===== src/rtl/ctrl_decode_stage.sv =====
// Pipelined opcode decoder: registers the control bundle into the ID/EX boundary with
// valid/ready handshake, flush, load-use stall and saturating statistics. Optional: CTRL_ILLEGAL_TRAP_EN.
module ctrl_decode_stage #(
    parameter int unsigned OPCODE_W   = 6,
    parameter int unsigned ALU_CMD_W  = 4,
    parameter int unsigned REG_ADDR_W = 5,
    parameter int unsigned STAT_W     = 16
) (
    input  logic                  clk,
    input  logic                  rst,
    input  logic                  in_valid,
    output logic                  in_ready,
    input  logic [OPCODE_W-1:0]   opcode,
    input  logic [REG_ADDR_W-1:0] src1,
    input  logic [REG_ADDR_W-1:0] src2,
    input  logic [REG_ADDR_W-1:0] dest,
    input  logic                  flush,
    output logic                  out_valid,
    input  logic                  out_ready,
    output logic [ALU_CMD_W-1:0]  alu_command,
    output logic                  mem_read,
    output logic                  mem_write,
    output logic                  wb_enable,
    output logic                  is_immediate,
    output logic                  is_single_source,
    output logic [1:0]            branch,
    output logic [REG_ADDR_W-1:0] out_src1,
    output logic [REG_ADDR_W-1:0] out_src2,
    output logic [REG_ADDR_W-1:0] out_dest,
    output logic [STAT_W-1:0]     stall_count,
    output logic [STAT_W-1:0]     flush_count
`ifdef CTRL_ILLEGAL_TRAP_EN
    ,
    output logic                  illegal_op
`endif
);

    typedef struct packed {
        logic [ALU_CMD_W-1:0] alu;
        logic                 wb;
        logic                 imm;
        logic                 mem_r;
        logic                 mem_w;
        logic [1:0]           branch;
        logic                 single;
    } ctrl_t;

    // Widen to at least 6 bits so every opcode constant is representable; upper bits must be zero.
    localparam int unsigned OW = (OPCODE_W > 6) ? OPCODE_W : 6;

    logic [OW-1:0]         op_w;
    ctrl_t                 dec;
    logic                  dec_legal;
    logic                  uses_src1;
    logic                  uses_src2;
    logic                  hazard;
    logic                  accept;
    ctrl_t                 ctrl_q;
    logic [REG_ADDR_W-1:0] src1_q;
    logic [REG_ADDR_W-1:0] src2_q;
    logic [REG_ADDR_W-1:0] dest_q;

    assign op_w = OW'(opcode);

    always_comb begin
        dec       = '0;
        dec_legal = 1'b1;
        case (op_w)
            OW'(0):  begin end
            OW'(1):  begin dec.alu = ALU_CMD_W'(0);  dec.wb = 1'b1; end
            OW'(3):  begin dec.alu = ALU_CMD_W'(2);  dec.wb = 1'b1; end
            OW'(5):  begin dec.alu = ALU_CMD_W'(4);  dec.wb = 1'b1; end
            OW'(6):  begin dec.alu = ALU_CMD_W'(5);  dec.wb = 1'b1; end
            OW'(7):  begin dec.alu = ALU_CMD_W'(6);  dec.wb = 1'b1; end
            OW'(8):  begin dec.alu = ALU_CMD_W'(7);  dec.wb = 1'b1; end
            OW'(9):  begin dec.alu = ALU_CMD_W'(8);  dec.wb = 1'b1; end
            OW'(10): begin dec.alu = ALU_CMD_W'(8);  dec.wb = 1'b1; end
            OW'(11): begin dec.alu = ALU_CMD_W'(9);  dec.wb = 1'b1; end
            OW'(12): begin dec.alu = ALU_CMD_W'(10); dec.wb = 1'b1; end
            OW'(32): begin dec.alu = ALU_CMD_W'(0); dec.wb = 1'b1; dec.imm = 1'b1; dec.single = 1'b1; end
            OW'(33): begin dec.alu = ALU_CMD_W'(2); dec.wb = 1'b1; dec.imm = 1'b1; dec.single = 1'b1; end
            OW'(36): begin
                dec.alu    = ALU_CMD_W'(0);
                dec.mem_r  = 1'b1;
                dec.wb     = 1'b1;
                dec.imm    = 1'b1;
                dec.single = 1'b1;
            end
            OW'(37): begin dec.alu = ALU_CMD_W'(0); dec.mem_w = 1'b1; dec.imm = 1'b1; end
            OW'(40): begin dec.imm = 1'b1; dec.branch = 2'b01; dec.single = 1'b1; end
            OW'(41): begin dec.imm = 1'b1; dec.branch = 2'b10; end
            OW'(42): begin dec.imm = 1'b1; dec.branch = 2'b11; dec.single = 1'b1; end
            default: dec_legal = 1'b0;
        endcase
    end

    // Undefined opcodes behave as NOP, so they use no source registers.
    assign uses_src1 = dec_legal && (op_w != '0) && (op_w != OW'(42));
    assign uses_src2 = dec_legal && (op_w != '0) && !dec.single;

    assign hazard = out_valid && ctrl_q.mem_r && (dest_q != '0) &&
                    ((uses_src1 && (src1 == dest_q)) || (uses_src2 && (src2 == dest_q)));

    assign in_ready = !rst && !flush && !hazard && (!out_valid || out_ready);
    assign accept   = in_valid && in_ready;

    function automatic logic [STAT_W-1:0] sat_inc(input logic [STAT_W-1:0] v);
        return (v == '1) ? v : v + STAT_W'(1);
    endfunction

    always_ff @(posedge clk) begin
        if (rst) begin
            out_valid   <= 1'b0;
            ctrl_q      <= '0;
            src1_q      <= '0;
            src2_q      <= '0;
            dest_q      <= '0;
            stall_count <= '0;
            flush_count <= '0;
        end else if (flush) begin
            out_valid   <= 1'b0;
            ctrl_q      <= '0;
            src1_q      <= '0;
            src2_q      <= '0;
            dest_q      <= '0;
            flush_count <= sat_inc(flush_count);
        end else if (accept) begin
            out_valid <= 1'b1;
            ctrl_q    <= dec;
            src1_q    <= src1;
            src2_q    <= src2;
            dest_q    <= dest;
        end else if (out_valid && out_ready) begin
            // Bubble: only counted as a stall when a real instruction was held back by the load.
            out_valid <= 1'b0;
            ctrl_q    <= '0;
            src1_q    <= '0;
            src2_q    <= '0;
            dest_q    <= '0;
            if (hazard && in_valid) begin
                stall_count <= sat_inc(stall_count);
            end
        end
    end

`ifdef CTRL_ILLEGAL_TRAP_EN
    always_ff @(posedge clk) begin
        if (rst) begin
            illegal_op <= 1'b0;
        end else if (accept && !dec_legal) begin
            illegal_op <= 1'b1;
        end
    end
`endif

    assign alu_command      = ctrl_q.alu;
    assign mem_read         = ctrl_q.mem_r;
    assign mem_write        = ctrl_q.mem_w;
    assign wb_enable        = ctrl_q.wb;
    assign is_immediate     = ctrl_q.imm;
    assign is_single_source = ctrl_q.single;
    assign branch           = ctrl_q.branch;
    assign out_src1         = src1_q;
    assign out_src2         = src2_q;
    assign out_dest         = dest_q;

endmodule


===== config.mk =====
export PLATFORM = sky130hd
export DESIGN_NAME = ctrl_decode_stage
export DESIGN_NICKNAME = d
export VERILOG_FILES = /design/src/rtl/ctrl_decode_stage.sv
export SDC_FILE = /design/constraint.sdc
export NUM_CORES = 1
export LEC_CHECK = 0
export CORE_MARGIN = 2
export CORE_UTILIZATION = 43
export CTS_CLUSTER_DIAMETER = 100
export DETAILED_ROUTE_END_ITERATION = 7
export PLACE_DENSITY_LB_ADDON = 0.08
export SETUP_SLACK_MARGIN = 0.15
export SLEW_MARGIN = 30
export SYNTH_ARGS = -nofsm -noshare
export SYNTH_HDL_FRONTEND = slang
export SYNTH_SLANG_ARGS = --single-unit

===== constraint.sdc =====
create_clock -name clk -period 2.26 [get_ports clk]
set_input_delay 0.678 -clock clk [delete_from_list [all_inputs] [get_ports clk]]
set_output_delay 0.678 -clock clk [all_outputs]
set_load 0.03 [all_outputs]

==> results.md <==
Timing:
- The number of endpoints failing setup at the final stage is 34.
- The pin slew with the least headroom to its limit is 0.475 ns.
- The number of pins exceeding their max-slew limit in the final report is 0.
- The headroom to the max-slew limit is 0.680.
- The minimum clock period after layout is 2.59 ns.
- The worst-case setup margin in the final layout is -0.332 ns.
- For the final database, setup skew stands at 0.0148 ns.
- The final worst-path cycle share is 1.15.
- The number of endpoints with negative hold slack in the final report is 0.
- The maximum achievable frequency is 386 MHz.
- Setup repair after global routing could not meet its margin everywhere.

Power:
- The design draws 2.85 mW.
- The power density normalized to cell area is 545 nW/um^2.
- VDD sags by at most 0.000415 V.
- In this run the static leakage power is 2.20 nW.

Yosys:
- The warning count from the yosys run is 0.
- The most instantiated library cell after synthesis is sky130_fd_sc_hd__dfxtp_1.
- Counting instances in the post-synthesis netlist gives the leading cell types as 59 x sky130_fd_sc_hd__dfxtp_1, 47 x sky130_fd_sc_hd__nand3_1, 32 x sky130_fd_sc_hd__nor2_1.
- The post-synthesis cell count is 358.
- The number of nets produced by synthesis is 386.
- The post-synthesis instance area is 2970 um^2.
- sky130_fd_sc_hd__dfxtp_1 takes more of the synthesized area than any other cell.
- The share of synthesized area in the top cell type comes to 0.398.
- Dividing the synthesized area by the synthesized cell count gives 8.28 um^2.
- In this run, synthesis inferred 0 flip-flops with an integrated enable.
- In the synthesized netlist the async set-or-reset flop fraction comes to 0.
- Ranked by total cell area, the synthesized netlist is headed by sky130_fd_sc_hd__dfxtp_1 40%, sky130_fd_sc_hd__nand3_1 7.9%, sky130_fd_sc_hd__xor2_1 5.0%, sky130_fd_sc_hd__o21ai_1 4.1%, sky130_fd_sc_hd__nor2_1 4.1%.
- The synthesized netlist contains 49 unique library cells.
- Synthesis inferred 59 register bits.
- Of the synthesized area, sequential elements account for 0.398.
- The most used flip-flop cell after synthesis is sky130_fd_sc_hd__dfxtp_1.

Floorplan:
- The initial utilization of the core area, before any placement, comes to 0.441.
- The vertical die dimension is 87.0 um.
- After floorplanning, the core was divided into 30 placement rows.
- During I/O placement, the number of pins put on the boundary was 86.
- The die covers 7580 um^2.
- The core region area is 6720 um^2.
- Measured along the x axis, the die boundary spans 87.0 um.

Routing:
- After detailed routing, the average wire length per cell comes to 17.1 um.
- In the routed design, unresolved DRC markers number 0.
- The number of nets with antenna violations after routing is 0.
- The routed via count is 3353.
- The final wirelength is 10200 um.
- Using the TritonRoute via totals, the vias-per-cell ratio works out to 5.63.
- The number of detailed-routing iterations run before antenna repair is 5.
- For this block, the initial DRC count from the detailed router was 168.

Final layout:
- Measured on the finished design, the core utilization comes to 0.777.
- The finished layout holds 596 standard cells, fillers aside.
- The net count of the finished layout is 539.
- From synthesis to final layout, the design area changed by 76.1%.
- 0 antenna diodes ended up in the layout.
- The fraction of layout instances using a drive strength above 1 is 0.351.

Worst setup path:
- The largest fanout on the critical path is 2.
- For this design, the slowest cell found on the critical path is sky130_fd_sc_hd__maj3_4.
- The data arrival at the endpoint of the critical path is 1.91 ns.
- For this run, the slowest stage of the critical path takes 0.34 ns.
- STA classifies the critical path endpoint as an output port.
- The critical path required time is 1.58 ns.
- The critical path goes through buf_6 -> maj3_4 -> nor4_4 -> nor4_4 -> o21ai_1 -> and3_4 -> buf_6.
- The setup path with the least slack is of type in -> out.
- The category of the worst setup path launch point is an input pin.

Global routing:
- The total routing usage reported by global routing is 0.264.
- The total global routing overflow is 0.
- The wire length of the first global-routing pass is 15700 um.
- met2 is the most crowded layer.
- The via count of the first global-routing pass is 3227.
- For this run, global-route usage on met1 was measured as 0.342.
- The largest net degree at the start of global routing is 27.
- The initial antenna violation count was 0.
- The met2 usage in global routing is 0.439.
- For this run, global-route usage on met3 was measured as 0.0370.

Run status:
- The flow ran to the end, but the final reports show violations.
- The checks that failed: negative setup slack.

Clock tree:
- TritonCTS built the clock tree.
- The depth of the CTS H-tree is 3.
- The clock tree root driver cell is sky130_fd_sc_hd__clkbuf_8.
- In this run, post-CTS hold repair placed 0 buffers.
- For this design, the sink count on the clock tree is 59.
- The post-CTS clock slew at the launch and capture registers of the worst setup and hold paths is 0.07 ns.
- At the later pin of the worst-skew pair, clock insertion delay measures 0.35 ns.
- The number of buffers on the longest clock path is 2.
- Clock tree synthesis inserted a total of 9 buffers.

Place:
- The number of port buffers is 85.
- The final weighted congestion in routability-driven placement is 0.854.
- Detailed placement ended at an HPWL of 5650 um.
- The number of cells after detailed placement is 551.

Worst hold path:
- The type of the most critical hold path is reg -> reg.

Job:
- Across the run, the number of max-cap violations was 0.
critical path, delay by kind of cell:
kind	cells	cell delay, ns
adders and majority gates	1	0.34
and+or+nand+nor	3	0.54
buffers and inverters	2	0.23
AOI/OAI and AO/OA	1	0.13
cells by family after synthesis:
group	Yosys count	synth area share
AO/OA/AOI/OAI	77	0.163
adder cells (fa/ha/maj)	3	0.0131
flip-flops	59	0.398
buffers and inverters	29	0.0511
AND/OR/NAND/NOR	160	0.284
multiplexers	4	0.0139
XOR/XNOR	26	0.0768
worst paths after layout:
check,startpoint,end,slack (ns),cells past startpoint
min,out_src1[1]$_SDFFE_PP0P_,out_src1[1]$_SDFFE_PP0P_,0.46,2
max reg2reg,out_dest[2]$_SDFFE_PP0P_,out_dest[0]$_SDFFE_PP0P_,-0.16,12
max,opcode[3],in_ready,-0.33,7
min reg2reg,out_src1[1]$_SDFFE_PP0P_,out_src1[1]$_SDFFE_PP0P_,0.46,2
cells in the final DEF (no fill, tap or decap), types with 3 or more instances in the layout:
cell	n
sky130_fd_sc_hd__nor2_1	30
sky130_fd_sc_hd__o21ai_0	9
sky130_fd_sc_hd__o22a_4	3
sky130_fd_sc_hd__nand4_1	8
sky130_fd_sc_hd__nor2_4	3
sky130_fd_sc_hd__xor2_1	16
sky130_fd_sc_hd__buf_16	7
sky130_fd_sc_hd__dlymetal6s2s_1	8
sky130_fd_sc_hd__clkdlybuf4s50_1	27
sky130_fd_sc_hd__nor3_1	6
sky130_fd_sc_hd__a21oi_2	7
sky130_fd_sc_hd__bufinv_16	4
sky130_fd_sc_hd__clkbuf_8	11
sky130_fd_sc_hd__buf_2	5
sky130_fd_sc_hd__o21ai_1	23
sky130_fd_sc_hd__nand3_1	22
sky130_fd_sc_hd__inv_1	6
sky130_fd_sc_hd__mux2i_1	3
sky130_fd_sc_hd__a21oi_1	13
sky130_fd_sc_hd__o31ai_2	5
sky130_fd_sc_hd__buf_6	21
sky130_fd_sc_hd__xnor2_1	7
sky130_fd_sc_hd__nand2_1	29
sky130_fd_sc_hd__or3_1	8
sky130_fd_sc_hd__nand3_2	24
sky130_fd_sc_hd__dfxtp_1	57
sky130_fd_sc_hd__dlygate4sd2_1	37
sky130_fd_sc_hd__buf_4	51
sky130_fd_sc_hd__o41ai_2	5
sky130_fd_sc_hd__or4_4	5
cell type report:
class                   count  area, um^2
repair buffers            162        1600
flip-flops and latches     59        1180
clock inverters             4         120
inverters                   7        26.3
clock buffers              12         155
multi-input cells         272        2030
well taps                  80         100
fillers                   488        1500
stage by stage:
step	instance area [um^2]	hold WS [ns]	TNS [ns]	worst slack [ns]
floorplan	3070	0.583	-0.239	-0.239
CTS	5060	0.466	-1.12	-0.411
global placement	4260	0.442	-22.92	-0.738
finish	5220	0.463	-3.24	-0.332
global route	5220	0.482	-5.82	-0.375
detailed placement	4260	0.448	-25.04	-0.745
per-layer routing:
layer,up-vias,routed length [um]
met1,1584,4390
met3,31,519
met5,-,0
met2,128,4950
li1,1610,-
met4,0,345
flip-flops by register name (all words and copies together) (netlist names):
| register | flops |
|---|---|
| flush_count | 16 |
| stall_count | 16 |
| branch | 2 |
| mem_write | 1 |
| is_immediate | 1 |
| out_dest | 5 |
| wb_enable | 1 |
| mem_read | 1 |
| out_src1 | 5 |
| is_single_source | 1 |
| alu_command | 4 |
| out_valid | 1 |
| out_src2 | 5 |
repair_timing:
action                     4_1_cts  5_1_grt
gates resized for setup        139       40
cloned                           9        0
pin swaps                       47       11
buffers inserted                16        4
hold endpoints to repair         0        0
setup endpoints to repair       74       52
where the power goes:
group	switching (mW)	internal (mW)	total (mW)	leakage, nW
Clock	0.441	0.906	1.35	0.137
Combinational	0.223	0.211	0.434	1.59
Sequential	0.0137	1.05	1.07	0.477
No activity file was read; power rests on OpenSTA's default activity.
